--- config.mk ---
export PLATFORM = sky130hd
export DESIGN_NAME = clint_lite
export DESIGN_NICKNAME = d
export VERILOG_FILES = /design/src/rtl/clint_lite.sv
export SDC_FILE = /design/constraint.sdc
export NUM_CORES = 1
export LEC_CHECK = 0
export CAP_MARGIN = 20
export CORE_ASPECT_RATIO = 1.1
export CORE_UTILIZATION = 36
export DETAILED_ROUTE_END_ITERATION = 6
export PLACE_DENSITY = 0.81
export SLEW_MARGIN = 30
export SYNTH_ARGS = -nofsm -noshare
export SYNTH_HDL_FRONTEND = slang
export SYNTH_SLANG_ARGS = --single-unit
--- constraint.sdc ---
create_clock -name clk -period 1.7 [get_ports clk]
set_input_delay 0.17 -clock clk [delete_from_list [all_inputs] [get_ports clk]]
set_output_delay 0.17 -clock clk [all_outputs]
set_load 0.01 [all_outputs]
--- src/rtl/clint_lite.sv ---
`default_nettype none
// ============================================================================
// Module   : clint_lite
// Purpose  : Lightweight core-local interruptor.
//            - 64-bit mtime/mtimecmp machine timer, with a prescaler.
//            - Software interrupt bit (msip).
//            - NUM_EXT external interrupt lines. Each line is synchronised
//              and can be edge- or level-sensitive.
//            - Registered mip vector: MSIP = bit 3, MTIP = bit 7, MEIP = bit 11.
//            The timer is built only when CLINT_LITE_TIMER_EN is defined.
//            Without it, the timer registers read as zero and MTIP is 0.
// Revision : 1.0 - initial release
// ============================================================================
module clint_lite #(
    parameter int NUM_EXT  = 4,
    parameter int PRESCALE = 1
) (
    input  logic               clk,
    input  logic               rst_n,
    input  logic               sel_i,
    input  logic               we_i,
    input  logic [4:0]         addr_i,
    input  logic [31:0]        wdata_i,
    output logic [31:0]        rdata_o,
    output logic               ready_o,
    input  logic [NUM_EXT-1:0] ext_irq_i,
    input  logic               irq_ack_i,
    input  logic [4:0]         ack_code_i,
    output logic [31:0]        mip_o
);

    // Word index of each register (addr_i[4:2])
    localparam logic [2:0] c_A_MTIME_LO = 3'd0;
    localparam logic [2:0] c_A_MTIME_HI = 3'd1;
    localparam logic [2:0] c_A_CMP_LO   = 3'd2;
    localparam logic [2:0] c_A_CMP_HI   = 3'd3;
    localparam logic [2:0] c_A_MSIP     = 3'd4;
    localparam logic [2:0] c_A_PEND     = 3'd5;
    localparam logic [2:0] c_A_EN       = 3'd6;
    localparam logic [2:0] c_A_MODE     = 3'd7;

    localparam int         c_MSIP_BIT      = 3;
    localparam int         c_MTIP_BIT      = 7;
    localparam int         c_MEIP_BIT      = 11;
    localparam logic [4:0] c_MEI_CODE      = 5'd11;
    localparam logic [7:0] c_PRESCALE_LAST = 8'(PRESCALE - 1);

    logic [2:0]         w_idx;
    logic               w_wr;
    logic [31:0]        w_rdata;
    logic               w_mtip;
    logic               w_meip;
    logic [31:0]        w_mip_nxt;

    logic               r_msip;
    logic [NUM_EXT-1:0] r_en;
    logic [NUM_EXT-1:0] r_mode;
    logic [NUM_EXT-1:0] r_pend;
    logic [NUM_EXT-1:0] r_sync1;
    logic [NUM_EXT-1:0] r_sync2;
    logic [NUM_EXT-1:0] r_sync3;
    logic [NUM_EXT-1:0] w_rise;
    logic [NUM_EXT-1:0] w_w1c;
    logic [NUM_EXT-1:0] w_ack_sel;
    logic [NUM_EXT-1:0] w_clr;
    logic [NUM_EXT-1:0] w_pend_nxt;
    logic               w_ack_fire;
    logic               r_ready;
    logic [31:0]        r_rdata;
    logic [31:0]        r_mip;

    // The byte-lane bits and the upper write-data bits are not used by every register.
    logic               w_unused;
    assign w_unused = &{1'b0, addr_i[1:0], wdata_i, c_PRESCALE_LAST};

    assign w_idx = addr_i[4:2];
    assign w_wr  = sel_i & we_i;

`ifdef CLINT_LITE_TIMER_EN
    logic [7:0]  r_pcnt;
    logic [63:0] r_mtime;
    logic [63:0] r_mtimecmp;
    logic        w_tick;

    assign w_tick = (r_pcnt == c_PRESCALE_LAST);
    assign w_mtip = (r_mtime >= r_mtimecmp);

    // Prescale counter: wraps to 0 on the cycle that produces a tick
    always_ff @(posedge clk or negedge rst_n) begin
        if (!rst_n)      r_pcnt <= 8'd0;
        else if (w_tick) r_pcnt <= 8'd0;
        else             r_pcnt <= r_pcnt + 8'd1;
    end

    // mtime: a bus write to one half wins over the tick; the other half holds
    always_ff @(posedge clk or negedge rst_n) begin
        if (!rst_n)
            r_mtime <= 64'd0;
        else if (w_wr && (w_idx == c_A_MTIME_LO))
            r_mtime[31:0] <= wdata_i;
        else if (w_wr && (w_idx == c_A_MTIME_HI))
            r_mtime[63:32] <= wdata_i;
        else if (w_tick)
            r_mtime <= r_mtime + 64'd1;
    end

    // mtimecmp: software-written compare value, reset to "never"
    always_ff @(posedge clk or negedge rst_n) begin
        if (!rst_n)
            r_mtimecmp <= '1;
        else if (w_wr && (w_idx == c_A_CMP_LO))
            r_mtimecmp[31:0] <= wdata_i;
        else if (w_wr && (w_idx == c_A_CMP_HI))
            r_mtimecmp[63:32] <= wdata_i;
    end
`else
    assign w_mtip = 1'b0;
`endif

    // Software interrupt bit
    always_ff @(posedge clk or negedge rst_n) begin
        if (!rst_n)                            r_msip <= 1'b0;
        else if (w_wr && (w_idx == c_A_MSIP))  r_msip <= wdata_i[0];
    end

    // External enable and mode registers; only the implemented bits are stored
    always_ff @(posedge clk or negedge rst_n) begin
        if (!rst_n) begin
            r_en   <= '0;
            r_mode <= '0;
        end else begin
            if (w_wr && (w_idx == c_A_EN))   r_en   <= wdata_i[NUM_EXT-1:0];
            if (w_wr && (w_idx == c_A_MODE)) r_mode <= wdata_i[NUM_EXT-1:0];
        end
    end

    // Two-flop synchroniser, plus a delayed copy for edge detection
    always_ff @(posedge clk or negedge rst_n) begin
        if (!rst_n) begin
            r_sync1 <= '0;
            r_sync2 <= '0;
            r_sync3 <= '0;
        end else begin
            r_sync1 <= ext_irq_i;
            r_sync2 <= r_sync1;
            r_sync3 <= r_sync2;
        end
    end

    assign w_rise     = r_sync2 & ~r_sync3;
    assign w_w1c      = (w_wr && (w_idx == c_A_PEND)) ? wdata_i[NUM_EXT-1:0] : '0;
    assign w_ack_fire = irq_ack_i && (ack_code_i == c_MEI_CODE);

    // Select the lowest-index pending bit that is also enabled; the trap ack clears it
    always_comb begin
        logic w_found;
        w_ack_sel = '0;
        w_found   = 1'b0;
        for (int i = 0; i < NUM_EXT; i++) begin
            if (r_pend[i] && r_en[i] && !w_found) begin
                w_ack_sel[i] = 1'b1;
                w_found      = 1'b1;
            end
        end
    end

    assign w_clr = w_w1c | (w_ack_fire ? w_ack_sel : '0);

    // Edge bits: a new edge beats a same-cycle clear. Level bits follow the synchronised line.
    assign w_pend_nxt = (r_mode & (w_rise | (r_pend & ~w_clr))) | (~r_mode & r_sync2);

    // Pending register
    always_ff @(posedge clk or negedge rst_n) begin
        if (!rst_n) r_pend <= '0;
        else        r_pend <= w_pend_nxt;
    end

    // Read multiplexer; unused bit positions return zero
    always_comb begin
        w_rdata = 32'd0;
        case (w_idx)
`ifdef CLINT_LITE_TIMER_EN
            c_A_MTIME_LO: w_rdata = r_mtime[31:0];
            c_A_MTIME_HI: w_rdata = r_mtime[63:32];
            c_A_CMP_LO:   w_rdata = r_mtimecmp[31:0];
            c_A_CMP_HI:   w_rdata = r_mtimecmp[63:32];
`endif
            c_A_MSIP:     w_rdata = {31'd0, r_msip};
            c_A_PEND:     w_rdata = 32'(r_pend);
            c_A_EN:       w_rdata = 32'(r_en);
            c_A_MODE:     w_rdata = 32'(r_mode);
            default:      w_rdata = 32'd0;
        endcase
    end

    // Bus response: one ready pulse for every strobed cycle, with the read data alongside it
    always_ff @(posedge clk or negedge rst_n) begin
        if (!rst_n) begin
            r_ready <= 1'b0;
            r_rdata <= 32'd0;
        end else begin
            r_ready <= sel_i;
            if (sel_i) r_rdata <= w_rdata;
        end
    end

    assign w_meip = |(r_pend & r_en);

    // Assemble the mip vector from the current interrupt conditions
    always_comb begin
        w_mip_nxt             = 32'd0;
        w_mip_nxt[c_MSIP_BIT] = r_msip;
        w_mip_nxt[c_MTIP_BIT] = w_mtip;
        w_mip_nxt[c_MEIP_BIT] = w_meip;
    end

    // Registered mip: a condition change shows up one cycle later
    always_ff @(posedge clk or negedge rst_n) begin
        if (!rst_n) r_mip <= 32'd0;
        else        r_mip <= w_mip_nxt;
    end

    assign rdata_o = r_rdata;
    assign ready_o = r_ready;
    assign mip_o   = r_mip;

endmodule
`default_nettype wire

# Yosys cells after proc, flatten, opt, wreduce, memory -nomap -nowiden
# Cells that the tools add are included.
[classes] n_eq_ne=5 muxes=9 bitwise_logic=12 reduce_logical=16
[ops] operator="AND 4 bit" count=5
[ops] operator="one-hot mux 4 bit (4 select lines)" count=1
[ops] operator="equality test 3 bit (second input constant)" count=4
[ops] operator="logical AND 1 bit" count=12
[ops] operator="NOT 4 bit" count=3
[ops] operator="OR 4 bit" count=3
[ops] operator="2-to-1 mux 4 bit" count=2
[ops] operator="2-to-1 mux 1 bit" count=6
[ops] operator="equality test 5 x 4 -> 1 bit (second input constant)" count=1
[ops] operator="OR reduction 4 bit" count=1
[ops] operator="logical NOT 1 bit" count=3
[ops] operator="AND 1 bit" count=1
[word_totals] regBits=60 elab_cells=52

# Depth between registers and ports, before layout
# Gate-level depths: netlist (run 1).
[depth] depth_word=18 depth_mapped=4 depth_no_buf=3

# Worst setup path before layout (run 1)
# OpenSTA, ideal clock, no wires.
[synth_path] kind="reg2reg" startpoint="register r_pend[0]" endpoint="register r_pend[3]" arrival_time_ps=1114 t_required_ps=1579 setup_slack_ps=465 path_stages_with_launch=4 n_path_buf=0 synth_period_minus_slack_ps=1235 cell_sequence="dfrtp_1 -> a222oi_1 -> nand4_1 -> a22o_1"
[synth_between] elab_chain_cells=18
[synth_lines] element="start, declared" line="58" rtl="logic [NUM_EXT-1:0] r_pend;"
[synth_lines] element="start signal, assigned" line="175" rtl="else r_pend <= w_pend_nxt;"
[synth_lines] element="logical AND 1 bit (*)" line="160" rtl="if (r_pend[i] && r_en[i] && !w_found) begin"
[synth_lines] element="2-to-1 mux 1 bit (*)" line="160"
[synth_lines] element="logical NOT 1 bit" line="160"
[synth_lines] element="logical AND 1 bit" line="160"
[synth_lines] element="2-to-1 mux 1 bit (*)" line="160"
[synth_lines] element="logical NOT 1 bit" line="160"
[synth_lines] element="logical AND 1 bit" line="160"
[synth_lines] element="2-to-1 mux 1 bit (*)" line="160"
[synth_lines] element="[... 3 more ...]"
[synth_lines] element="2-to-1 mux 4 bit (*)" line="167" rtl="assign w_clr = w_w1c | (w_ack_fire ? w_ack_sel : '0);"
[synth_lines] element="OR 4 bit (*)" line="167"
[synth_lines] element="NOT 4 bit (*)" line="170" rtl="assign w_pend_nxt = (r_mode & (w_rise | (r_pend & ~w_clr))) | (~r_mode & r_sync2);"
[synth_lines] element="AND 4 bit (*)" line="170"
[synth_lines] element="OR 4 bit (*)" line="170"
[synth_lines] element="AND 4 bit (*)" line="170"
[synth_lines] element="OR 4 bit (*)" line="170"
[synth_lines] element="net w_pend_nxt[3]" line="66" rtl="logic [NUM_EXT-1:0] w_pend_nxt;"
# The timed path passes the listed nets; every way through them passes the cells marked *.
# A chain may end at the register's enable or synchronous reset.

# Worst setup path after layout (run 1)
[layout_path] startpoint="input addr_i[3]" endpoint="register r_pend[0]"
[layout_between] elab_chain_cells=9
[layout_lines] element="start, declared" line="22" rtl="input logic [4:0] addr_i,"
[layout_lines] element="equality test 3 bit" line="151" rtl="assign w_w1c = (w_wr && (w_idx == c_A_PEND)) ? wdata_i[NUM_EXT-1:0] : '0;"
[layout_lines] element="logical AND 1 bit" line="151"
[layout_lines] element="2-to-1 mux 4 bit" line="151"
[layout_lines] element="OR 4 bit" line="167"
[layout_lines] element="NOT 4 bit" line="170"
[layout_lines] element="AND 4 bit" line="170"
[layout_lines] element="OR 4 bit" line="170"
[layout_lines] element="AND 4 bit" line="170"
[layout_lines] element="OR 4 bit" line="170"
[layout_lines] element="net w_pend_nxt[0]" line="66"
# The timed path passes the listed nets, and every way through them passes these cells.

==> PnR_summary.wiki, run 1 <==
{| class="wikitable"
! Metric !! Value
|-
| Deepest clock path buffer count || 2
|-
| Switching share of power || 27.0%
|-
| Number of max-capacitance violations reported || 0
|-
| Clock Tree Root || sky130_fd_sc_hd__clkbuf_8
|-
| Yosys warns || 0
|-
| Status || finished clean
|-
| Kind of critical path || in2reg
|-
| Residual DRC || 0
|-
| Switching Power || approximately 0.53 mW
|-
| Number of nets at the end of the flow || between 200 and 250
|-
| Top fanout value on the critical path || 8
|-
| Power, Total || about 2.0 mW
|-
| Hold Slack || just under 0.3 ns
|-
| Number of clock sinks || 32
|-
| Hold Path Class || in2async
|-
| Number of register bits inferred by synthesis || 32
|-
| IO Pins || between 100 and 150
|-
| Post-CTS Hold Fix Bufs || 0
|-
| Min Clock Period, post-route || 1.36 ns
|-
| Total congestion overflow || 0
|-
| Initial drt markers || 35
|-
| Post-CTS Setup Repair Bufs || 0
|-
| Row Count || 26
|-
| Most common library cell in the layout ignoring fill and taps || sky130_fd_sc_hd__conb_1
|-
| TritonCTS buffer count || 5
|-
| Number of inserted filler cells in the final layout || between 400 and 500
|-
| Most frequent cells in the layout || sky130_fd_sc_hd__conb_1 (58), sky130_fd_sc_hd__dfrtp_1 (32), sky130_fd_sc_hd__clkdlybuf4s50_1 (27)
|-
| Initial Util || between 30% and 40%
|-
| Portion of synthesized cell area occupied by the leading cell type || 46.4%
|-
| DR pass1 iterations || 4
|-
| Pin count of the biggest net entering global routing || 33
|-
| Area growth from synthesis to layout || 13.5%
|-
| Vias || approximately 1000
|-
| Portion of total power attributed to sequential cells || approximately half
|-
| Horizontal die dimension || roughly 68 um
|-
| Number of nets still failing antenna checks after routing || 0
|-
| Final Max Slew Viols || 0
|-
| Vertical die dimension || ~75 um
|-
| Required time reported for the critical path endpoint || about 1.9 ns
|-
| Global-route usage over all layers || 11.2%
|-
| Total setup violations reported at the end of the flow || 0
|-
| Unrepaired setup endpoints after global routing || no
|-
| Post-layout instance area || between 1500 and 2000 um^2
|-
| Layout Skew || 0.00536 ns
|-
| Power density normalized to cell area || about 1000 nW/um^2
|-
| Port Buffer Count || 27
|-
| Post-Syn Instances || 154
|-
| Top cells by area, synth || sky130_fd_sc_hd__dfrtp_1 (46%), sky130_fd_sc_hd__buf_4 (25%), sky130_fd_sc_hd__mux2_2 (5.2%)
|-
| Latest clock arrival within the worst-skew pair || 0.28 ns
|-
| Via count of the first global-routing pass || roughly 950
|-
| Total cell area at the placement stage || about 1900 um^2
|-
| Final worst slack || 0.343 ns
|-
| Leakage power of the design || between 0.9 and 1 nW
|-
| Weighted congestion at the end of routability-driven global placement || between 0.7 and 0.8
|-
| Fraction of layout cells with a size suffix above 1 || ~14%
|-
| Die Area || slightly above 5000 um^2
|-
| WL/cell || around 11 um
|-
| Critical Path Start Type || input pin
|-
| Cts repair resizes || 0
|-
| Share of total power in combinational logic || a little over a fifth
|-
| Final period util || around four fifths
|-
| Synthesized area divided by synthesized cell count || roughly 11 um^2
|-
| Share of the yosys chip area belonging to registers || a little under half
|-
| Detailed-route wire length || 2.61 mm
|-
| Dpl ws || about 0.040 ns
|-
| Internal portion of total power || around 1.4 mW
|-
| Final hold vios || 0
|-
| Global-route wire length before repair || approximately 4 mm
|-
| Number of antenna violations at the first check in global routing || 0
|-
| CTS tree || done
|-
| Post-detailed-placement half-perimeter wirelength || approximately 1.9 mm
|-
| Number of distinct library cells after synthesis || 26
|-
| Total Negative Setup Slacks || 0 ns
|-
| Largest area contributor in the netlist || sky130_fd_sc_hd__dfrtp_1
|-
| Peak clock frequency supported by timing || 737 MHz
|-
| Cell area after synthesis || 1720 um^2
|-
| Arrival time at the worst endpoint || roughly 1.5 ns
|-
| Detailed-route vias per instance || 4.16
|-
| Worst vdd ir || between 0.4 and 0.5 mV
|-
| Clk network pwr share || 29.8%
|-
| CTS H-tree lvls || 2
|-
| Number of diodes || 0
|-
| Register clock-pin slew on the reported worst setup and hold paths || ~0.06 ns
|-
| Worst setup EP type || flop
|-
| Floorplan core area || 4620 um^2
|}
==> power by group through the flow <==
stage                     sequential (mW)  clock, mW  combinational (mW)
after floorplan                     0.964          0               0.343
after global placement              0.970          0               0.403
after detailed placement            0.976          0               0.412
after CTS                           0.962      0.596               0.415
after global routing                0.974      0.630               0.457
final                               0.962      0.584               0.411
==> cell families (layout without fill, tap and decap cells) <==
logic type             Yosys count  count (layout)  synth area share [%]
other                            1              58                 0.217
and+or+nand+nor                 26              26                  8.78
DFF                             32              32                  46.4
muxes                           13              13                  10.0
AOI/OAI and AO/OA               17              17                  7.18
buffers and inverters           65              45                  27.4
==> final timing paths <==
check / from / end / slack [ns] / depth (start not counted)
worst max-delay path: addr_i[3] / r_pend[0] / 0.34 / 6
worst min-delay path: rst_n / mip_o[3] / 0.29 / 2
worst max register to register: r_en[0] / r_pend[3] / 0.34 / 3
worst min register to register: r_sync1[3] / r_sync2[3] / 0.35 / 0
max in group asynchronous: rst_n / r_pend[0] / 1.12 / 2
min in group clk: ext_irq_i[1] / r_sync1[1] / 0.33 / 1
==> area by class of cell <==
| class | count | area, um^2 | area share, % |
|---|---|---|---|
| Clock buffer | 8 | 90.1 | 4.60 |
| Inverter | 4 | 15.0 | 0.767 |
| Multi-Input combinational cell | 114 | 666 | 34.0 |
| Sequential cell | 32 | 801 | 40.9 |
| Tap cell | 56 | 70.1 | 3.58 |
| Timing Repair Buffer | 33 | 315 | 16.1 |
==> sequential cells by signal, summed over array words and instances (netlist names), 2 cells and up <==
name     flops
r_en         4
r_mode       4
r_pend       4
r_sync1      4
r_sync2      4
r_sync3      4
rdata_o      4
mip_o        2
==> metrics by stage <==
step | utilization [%] | cells
after global placement | 40.4 | 239
after CTS | 42.4 | 247
after floorplan | - | 211
final | 42.4 | 247
after detailed placement | 40.4 | 239
after global routing | 42.4 | 247
==> cell usage after synthesis <==
| cell type | count |
|---|---|
| sky130_fd_sc_hd__and4b_1 | 1 |
| sky130_fd_sc_hd__mux4_2 | 1 |
| sky130_fd_sc_hd__dfrtp_1 | 32 |
| sky130_fd_sc_hd__a22o_1 | 4 |
| sky130_fd_sc_hd__nand4_1 | 3 |
| sky130_fd_sc_hd__nand2b_1 | 1 |
| sky130_fd_sc_hd__and3_1 | 1 |
| sky130_fd_sc_hd__inv_1 | 4 |
| sky130_fd_sc_hd__nand3_1 | 2 |
| sky130_fd_sc_hd__mux2_4 | 4 |
| sky130_fd_sc_hd__nor2b_1 | 3 |
| sky130_fd_sc_hd__o22ai_1 | 3 |
| sky130_fd_sc_hd__mux2_2 | 8 |
| sky130_fd_sc_hd__nand3_4 | 1 |
| sky130_fd_sc_hd__a22oi_1 | 4 |
| sky130_fd_sc_hd__a31oi_1 | 4 |
| sky130_fd_sc_hd__o21ai_0 | 1 |
| sky130_fd_sc_hd__buf_6 | 1 |
| sky130_fd_sc_hd__conb_1 | 1 |
| sky130_fd_sc_hd__and2_1 | 1 |
| sky130_fd_sc_hd__a222oi_1 | 1 |
| sky130_fd_sc_hd__buf_2 | 2 |
| sky130_fd_sc_hd__nor2_1 | 1 |
| sky130_fd_sc_hd__and3b_4 | 1 |
| sky130_fd_sc_hd__buf_4 | 58 |
| sky130_fd_sc_hd__nand2_1 | 11 |
==> routing by layer <==
metal  share of wire [%]  track usage (%)
met4                 2.0             6.02
met1                  40             12.0
met2                  49             18.8
met3                 8.5             4.29
met5                   0                0
==> critical path: stages <==
cell	delay (ns)
sky130_fd_sc_hd__clkdlybuf4s50_1	0.56
sky130_fd_sc_hd__buf_4	0.23
sky130_fd_sc_hd__nor2b_1	0.11
sky130_fd_sc_hd__buf_4	0.15
sky130_fd_sc_hd__a31oi_1	0.09
sky130_fd_sc_hd__a22o_1	0.22
No activity file was read; power rests on OpenSTA's default activity.
==> inputs of run 2 (changes only) <==
CORE_UTILIZATION = 32   (was 36)
PLACE_DENSITY = 0.76   (was 0.81)
clock period = 1.1 ns   (was 1.7 ns; I/O delays follow)
==> run 2 against run 1 <==
The flow now finishes with violations (negative setup slack); clock-buffer cell count shrank 2; worst hold slack lost 0.10 ns; highest routed layer unchanged; via count grew 5.5%; largest power group unchanged; register-to-register slack lost 0.53 ns; core utilization shrank 0.98 points; flip-flop and latch count is the same; sequential share of layout area shrank 3.0 points.
==> PnR_summary.wiki, run 2 (same netlist as run 1, synthesis figures left out) <==
{| class="wikitable"
! Metric !! Value
|-
| Register clock-pin slew on the reported worst setup and hold paths || 0.07 ns (was 0.06 ns)
|-
| Final Max Slew Viols || 0 (unchanged)
|-
| Kind of critical path || reg2reg (was in2reg)
|-
| Number of diodes || 0 (unchanged)
|-
| Port Buffer Count || 27 (unchanged)
|-
| WL/cell || 11.0 um (was 10.6 um)
|-
| Crit path max-delay cell type || sky130_fd_sc_hd__a222oi_1 (was sky130_fd_sc_hd__clkdlybuf4s50_1)
|-
| Post-route core utilization || 41.4% (was 42.4%)
|-
| Global-route wire length before repair || 4.64 mm (was 4.04 mm)
|-
| Final hold vios || 0 (unchanged)
|-
| Hold Path Class || in2async (unchanged)
|-
| Row Count || 27 (was 26)
|-
| Floorplan core area || 5100 um^2 (was 4620 um^2)
|-
| Area growth from synthesis to layout || 22.4% (was 13.5%)
|-
| Vias || 1083 (was 1027)
|-
| Layout Skew || 0.00921 ns (was 0.00536 ns)
|-
| Peak clock frequency supported by timing || between 700 and 800 MHz
|-
| Via count of the first global-routing pass || 991 (was 951)
|-
| Required time reported for the critical path endpoint || 1.28 ns (was 1.86 ns)
|-
| Final worst slack || -0.186 ns (was 0.343 ns)
|-
| Die Area || 5690 um^2 (was 5070 um^2)
|-
| Critical Path Start Type || flop (was input pin)
|-
| Final period util || 117%
|-
| DR pass1 iterations || 4 (unchanged)
|-
| CTS H-tree lvls || 2 (unchanged)
|-
| IO Pins || 116 (unchanged)
|-
| Status || complete, but fails checks (was finished clean)
|-
| Worst setup EP type || flop (unchanged)
|-
| Number of nets still failing antenna checks after routing || 0 (unchanged)
|-
| Initial Util || 33.8% (was 37.3%)
|-
| Latest clock arrival within the worst-skew pair || 0.29 ns (was 0.28 ns)
|-
| Detailed-route vias per instance || 3.95 (was 4.16)
|-
| Number of clock sinks || 32 (unchanged)
|-
| Number of max-capacitance violations reported || 0 (unchanged)
|-
| Worst reg2reg setup slack || -0.19 ns (was 0.34 ns)
|-
| Number of antenna violations at the first check in global routing || 0 (unchanged)
|-
| Post-detailed-placement half-perimeter wirelength || 2.19 mm (was 1.92 mm)
|-
| Total congestion overflow || 0 (unchanged)
|-
| Initial drt markers || 71 (was 35)
|-
| Top fanout value on the critical path || 2 (was 8)
|-
| Cell Chain, Critical Path || a222oi_1, nand4_1, a22o_1 (was clkdlybuf4s50_1, buf_4, nor2b_1, buf_4, a31oi_1, a22o_1)
|-
| Detailed-route wire length || 3.02 mm (was 2.61 mm)
|-
| Pin count of the biggest net entering global routing || 33 (unchanged)
|-
| Launch point of the worst reg-to-reg path || r_en[0] (unchanged)
|-
| Leakage power of the design || 1.02 nW (was 0.921 nW)
|-
| Most common library cell in the layout ignoring fill and taps || sky130_fd_sc_hd__conb_1 (unchanged)
|-
| Deepest clock path buffer count || 2 (unchanged)
|-
| Total Negative Setup Slacks || -0.445 ns (was 0 ns)
|-
| Violated checks || negative setup slack
|-
| Global-route usage over all layers || 11.1% (was 11.2%)
|-
| CTS tree || done (unchanged)
|-
| Most frequent cells in the layout || sky130_fd_sc_hd__conb_1 (58), sky130_fd_sc_hd__dfrtp_1 (32), sky130_fd_sc_hd__clkdlybuf4s50_1 (15) (was sky130_fd_sc_hd__conb_1 (58), sky130_fd_sc_hd__dfrtp_1 (32), sky130_fd_sc_hd__clkdlybuf4s50_1 (27))
|-
| Power, Total || 3.38 mW (was 1.96 mW)
|-
| Vertical die dimension || 79.0 um (was 74.6 um)
|-
| Clock Tree Root || sky130_fd_sc_hd__clkbuf_8 (unchanged)
|-
| Weighted congestion at the end of routability-driven global placement || 0.816 (was 0.793)
|-
| Horizontal die dimension || 72.0 um (was 68.0 um)
|-
| Worst R2R Path Depth || 3 (unchanged)
|-
| Arrival time at the worst endpoint || 1.47 ns (was 1.52 ns)
|-
| Number of nets at the end of the flow || 252 (was 241)
|-
| Total setup violations reported at the end of the flow || 6 (was 0)
|-
| Power density normalized to cell area || 1600 nW/um^2 (was 1000 nW/um^2)
|-
| Worst vdd ir || 0.730 mV (was 0.475 mV)
|-
| Largest stage delay on the critical path || 0.42 ns (was 0.56 ns)
|-
| Crit Reg-Reg Endpoint || r_pend[3] (unchanged)
|-
| Unrepaired setup endpoints after global routing || yes (was no)
|-
| Fraction of layout cells with a size suffix above 1 || 22.3% (was 14.1%)
|-
| Min Clock Period, post-route || roughly 1.3 ns
|-
| TritonCTS buffer count || 5 (unchanged)
|-
| Residual DRC || 0 (unchanged)
|}
run 2: timing repair:
action	4_1_cts	5_1_grt
hold endpoints to repair	0	0
hold buffers	0	0
buffers inserted	1	1
gates resized for setup	15	7
pin swaps	4	5
endpoints found under the setup margin	25	8
run 2: power by group:
group	internal (mW)	switching, mW
combinational	0.455	0.389
clock	0.671	0.426
sequential	1.35	0.0918
run 2: final cells by class:
| class | instances | area [um^2] |
|---|---|---|
| Inverter | 4 | 15.0 |
| Sequential cell | 32 | 801 |
| Timing Repair Buffer | 44 | 404 |
| Fill cell | 503 | 2990 |
| Tap cell | 72 | 90.1 |
| Multi-Input combinational cell | 114 | 693 |
| Clock buffer | 6 | 72.6 |
| Clock inverter | 2 | 35.0 |
run 2: per-layer routing:
metal | routed length [um] | track usage [%] | vias to the layer above | share of wire (%)
li1 | - | - | 498 | -
met5 | 0 | 0 | - | 0
met1 | 1190 | 13.2 | 514 | 39
met2 | 1540 | 17.5 | 66 | 51
met3 | 234 | 3.81 | 5 | 7.7
met4 | 59 | 5.88 | 0 | 2.0
run 2: how the worst max path moves through the flow:
stage,to,slack (ns),cells past startpoint,startpoint
finish,r_pend[3],-0.19,3,r_en[0]
global route,r_pend[3],-0.26,3,r_en[0]
CTS,r_pend[3],-0.19,3,r_pend[0]
detailed placement,r_en[1],-0.40,4,sel_i
global placement,rdata_o[0],-0.39,4,addr_i[2]
floorplan,r_pend[3],-0.12,3,r_en[0]
run 2: worst max-delay path, delay by kind of cell, from the launching register on:
family             cells  cell delay (ns)
AOI/OAI and AO/OA      2             0.64
and+or+nand+nor        1             0.15
DFF                    1             0.39
run 2: metrics by stage:
step	area [um^2]	hold slack, ns	cells	setup WS [ns]
global placement	1980	0.332	266	-0.385
global route	2110	0.208	274	-0.260
CTS	2090	0.190	274	-0.187
finish	2110	0.188	274	-0.186
detailed placement	1980	0.335	266	-0.397
floorplan	1940	-0.186	211	-0.125
==> inputs of run 3 (changes only) <==
PLACE_DENSITY = 0.87   (was 0.76)
==> run 3 against run 2 <==
The flow still finishes with violations (negative setup slack); register-to-register slack about the same; via count increased by 3.0%; critical path depth did not move; worst setup slack better by 0.0046 ns; cell count up 1.8%; die area did not move; global-route usage increased by 0.60 points; wire length grew 3.5%; largest cell class unchanged.
==> PnR_summary.wiki, run 3 (same netlist as run 1, synthesis figures left out) <==
{| class="wikitable"
! Metric !! Value
|-
| Status || complete, but fails checks (unchanged)
|-
| Violated checks || negative setup slack (unchanged)
|-
| Worst vdd ir || 0.792 mV (was 0.730 mV)
|-
| Switching Power || 0.902 mW (was 0.907 mW)
|-
| Internal portion of total power || 2.42 mW (was 2.48 mW)
|-
| CTS H-tree lvls || 2 (unchanged)
|-
| Via count of the first global-routing pass || 1040 (was 991)
|-
| Required time reported for the critical path endpoint || 1.27 ns (was 1.28 ns)
|-
| Total Negative Setup Slacks || -0.482 ns (was -0.445 ns)
|-
| Final Max Slew Viols || 0 (unchanged)
|-
| Layout Skew || 0.00366 ns (was 0.00921 ns)
|-
| Detailed-route vias per instance || 4.00 (was 3.95)
|-
| Initial Util || 33.8% (unchanged)
|-
| Fraction of layout cells with a size suffix above 1 || 25.1% (was 22.3%)
|-
| Weighted congestion at the end of routability-driven global placement || 0.852 (was 0.816)
|-
| Number of nets still failing antenna checks after routing || 0 (unchanged)
|-
| Initial drt markers || 38 (was 71)
|-
| Switching share of power || 27.2% (was 26.8%)
|-
| Latest clock arrival within the worst-skew pair || 0.27 ns (was 0.29 ns)
|-
| WL/cell || 11.2 um (was 11.0 um)
|-
| Post-CTS Hold Fix Bufs || 0 (unchanged)
|-
| Global-route wire length before repair || 4.97 mm (was 4.64 mm)
|-
| Register clock-pin slew on the reported worst setup and hold paths || 0.06 ns (was 0.07 ns)
|-
| Portion of total power attributed to sequential cells || 43.6% (was 42.6%)
|-
| Peak clock frequency supported by timing || 781 MHz (was 778 MHz)
|-
| Clk network pwr share || 28.5% (was 32.5%)
|-
| Kind of critical path || reg2reg (unchanged)
|-
| Worst R2R Path Depth || 3 (unchanged)
|-
| IO Pins || 116 (unchanged)
|-
| Number of diodes || 0 (unchanged)
|-
| Top fanout value on the critical path || 2 (unchanged)
|-
| Vias || 1116 (was 1083)
|-
| Residual DRC || 0 (unchanged)
|-
| Hold Slack || 0.208 ns (was 0.188 ns)
|-
| Critical Path Start Type || flop (unchanged)
|-
| Number of clock sinks || 32 (unchanged)
|-
| Die Area || 5690 um^2 (unchanged)
|-
| Area growth from synthesis to layout || 25.5% (was 22.4%)
|-
| Number of antenna violations at the first check in global routing || 0 (unchanged)
|-
| Arrival time at the worst endpoint || 1.45 ns (was 1.47 ns)
|-
| Post-route core utilization || 42.4% (was 41.4%)
|-
| Vertical die dimension || 79.0 um (unchanged)
|-
| Power density normalized to cell area || 1530 nW/um^2 (was 1600 nW/um^2)
|-
| DR pass1 iterations || 4 (unchanged)
|-
| Final period util || 116% (was 117%)
|-
| Final hold vios || 0 (unchanged)
|-
| Detailed-route wire length || 3.13 mm (was 3.02 mm)
|-
| Min Clock Period, post-route || 1.28 ns (was 1.29 ns)
|-
| CTS tree || done (unchanged)
|-
| Leakage power of the design || 1.06 nW (was 1.02 nW)
|-
| Post-detailed-placement half-perimeter wirelength || 2.33 mm (was 2.19 mm)
|-
| Total setup violations reported at the end of the flow || 6 (unchanged)
|-
| Share of total power in combinational logic || 27.9% (was 25.0%)
|-
| Horizontal die dimension || 72.0 um (unchanged)
|-
| TritonCTS buffer count || 5 (unchanged)
|-
| Most common library cell in the layout ignoring fill and taps || sky130_fd_sc_hd__conb_1 (unchanged)
|-
| Number of nets at the end of the flow || 258 (was 252)
|-
| Global-route usage over all layers || 11.7% (was 11.1%)
|-
| Deepest clock path buffer count || 2 (unchanged)
|-
| Dpl ws || -0.491 ns (was -0.397 ns)
|-
| Row Count || 27 (unchanged)
|-
| Number of max-capacitance violations reported || 0 (unchanged)
|-
| Clock Tree Root || sky130_fd_sc_hd__clkbuf_8 (unchanged)
|-
| Most frequent cells in the layout || sky130_fd_sc_hd__conb_1 (58), sky130_fd_sc_hd__dfrtp_1 (32), sky130_fd_sc_hd__buf_4 (17) (was sky130_fd_sc_hd__conb_1 (58), sky130_fd_sc_hd__dfrtp_1 (32), sky130_fd_sc_hd__clkdlybuf4s50_1 (15))
|-
| Unrepaired setup endpoints after global routing || yes (unchanged)
|-
| Pin count of the biggest net entering global routing || 33 (unchanged)
|-
| Worst setup EP type || flop (unchanged)
|-
| Floorplan core area || 5100 um^2 (unchanged)
|-
| Hold Path Class || in2async (unchanged)
|-
| Final worst slack || -0.181 ns (was -0.186 ns)
|-
| Total congestion overflow || 0 (unchanged)
|-
| Port Buffer Count || 27 (unchanged)
|}
run 3: through the flow:
stage | instances | instance area [um^2] | power, mW
detailed placement | 270 | 2010 | 2.32
floorplan | 211 | 1940 | 2.02
CTS | 278 | 2150 | 3.31
global route | 279 | 2160 | 3.51
global placement | 270 | 2010 | 2.28
finish | 279 | 2160 | 3.32
run 3: final timing paths:
path / to / from / slack (ns)
max: r_pend[3] / r_en[0] / -0.18
min: ready_o / rst_n / 0.21
max reg2reg: r_pend[3] / r_en[0] / -0.18
min reg2reg: r_sync2[1] / r_sync1[1] / 0.35
max in group asynchronous: r_sync2[2] / rst_n / 0.72
min in group clk: ready_o / sel_i / 0.26
run 3: cell type report:
cell class	count	area, um^2
fill	497	2940
clock buffer	7	96.3
multi-input combinational	114	703
timing repair buffer	50	459
sequential	32	801
tap	72	90.1
inverter	4	15.0
run 3: worst max-delay path: stages, from the launching register on:
cell and delay, ns:
sky130_fd_sc_hd__dfrtp_1 0.39, sky130_fd_sc_hd__a222oi_1 0.40, sky130_fd_sc_hd__nand4_1 0.16, sky130_fd_sc_hd__a22o_1 0.22
run 3: power by group through the flow:
stage	logic [mW]	registers [mW]	clock network [mW]
6_report	0.926	1.45	0.945
5_1_grt	1.01	1.46	1.03
4_1_cts	0.890	1.44	0.979
3_5_place_dp	0.857	1.46	0
3_3_place_gp	0.825	1.46	0
2_1_floorplan	0.532	1.49	0
run 3: per-layer routing:
metal	track usage (%)	share of wire, %
met1	12.6	38
met2	21.1	53
met3	3.68	7.6
met4	4.71	1.2
met5	0	0
run 3: timing repair:
item / CTS / global route
resized for setup: 23 / 3
setup endpoints to repair: 25 / 6
pin swaps: 6 / 7
setup buffers: 2 / 2
gates cloned: 0 / 0
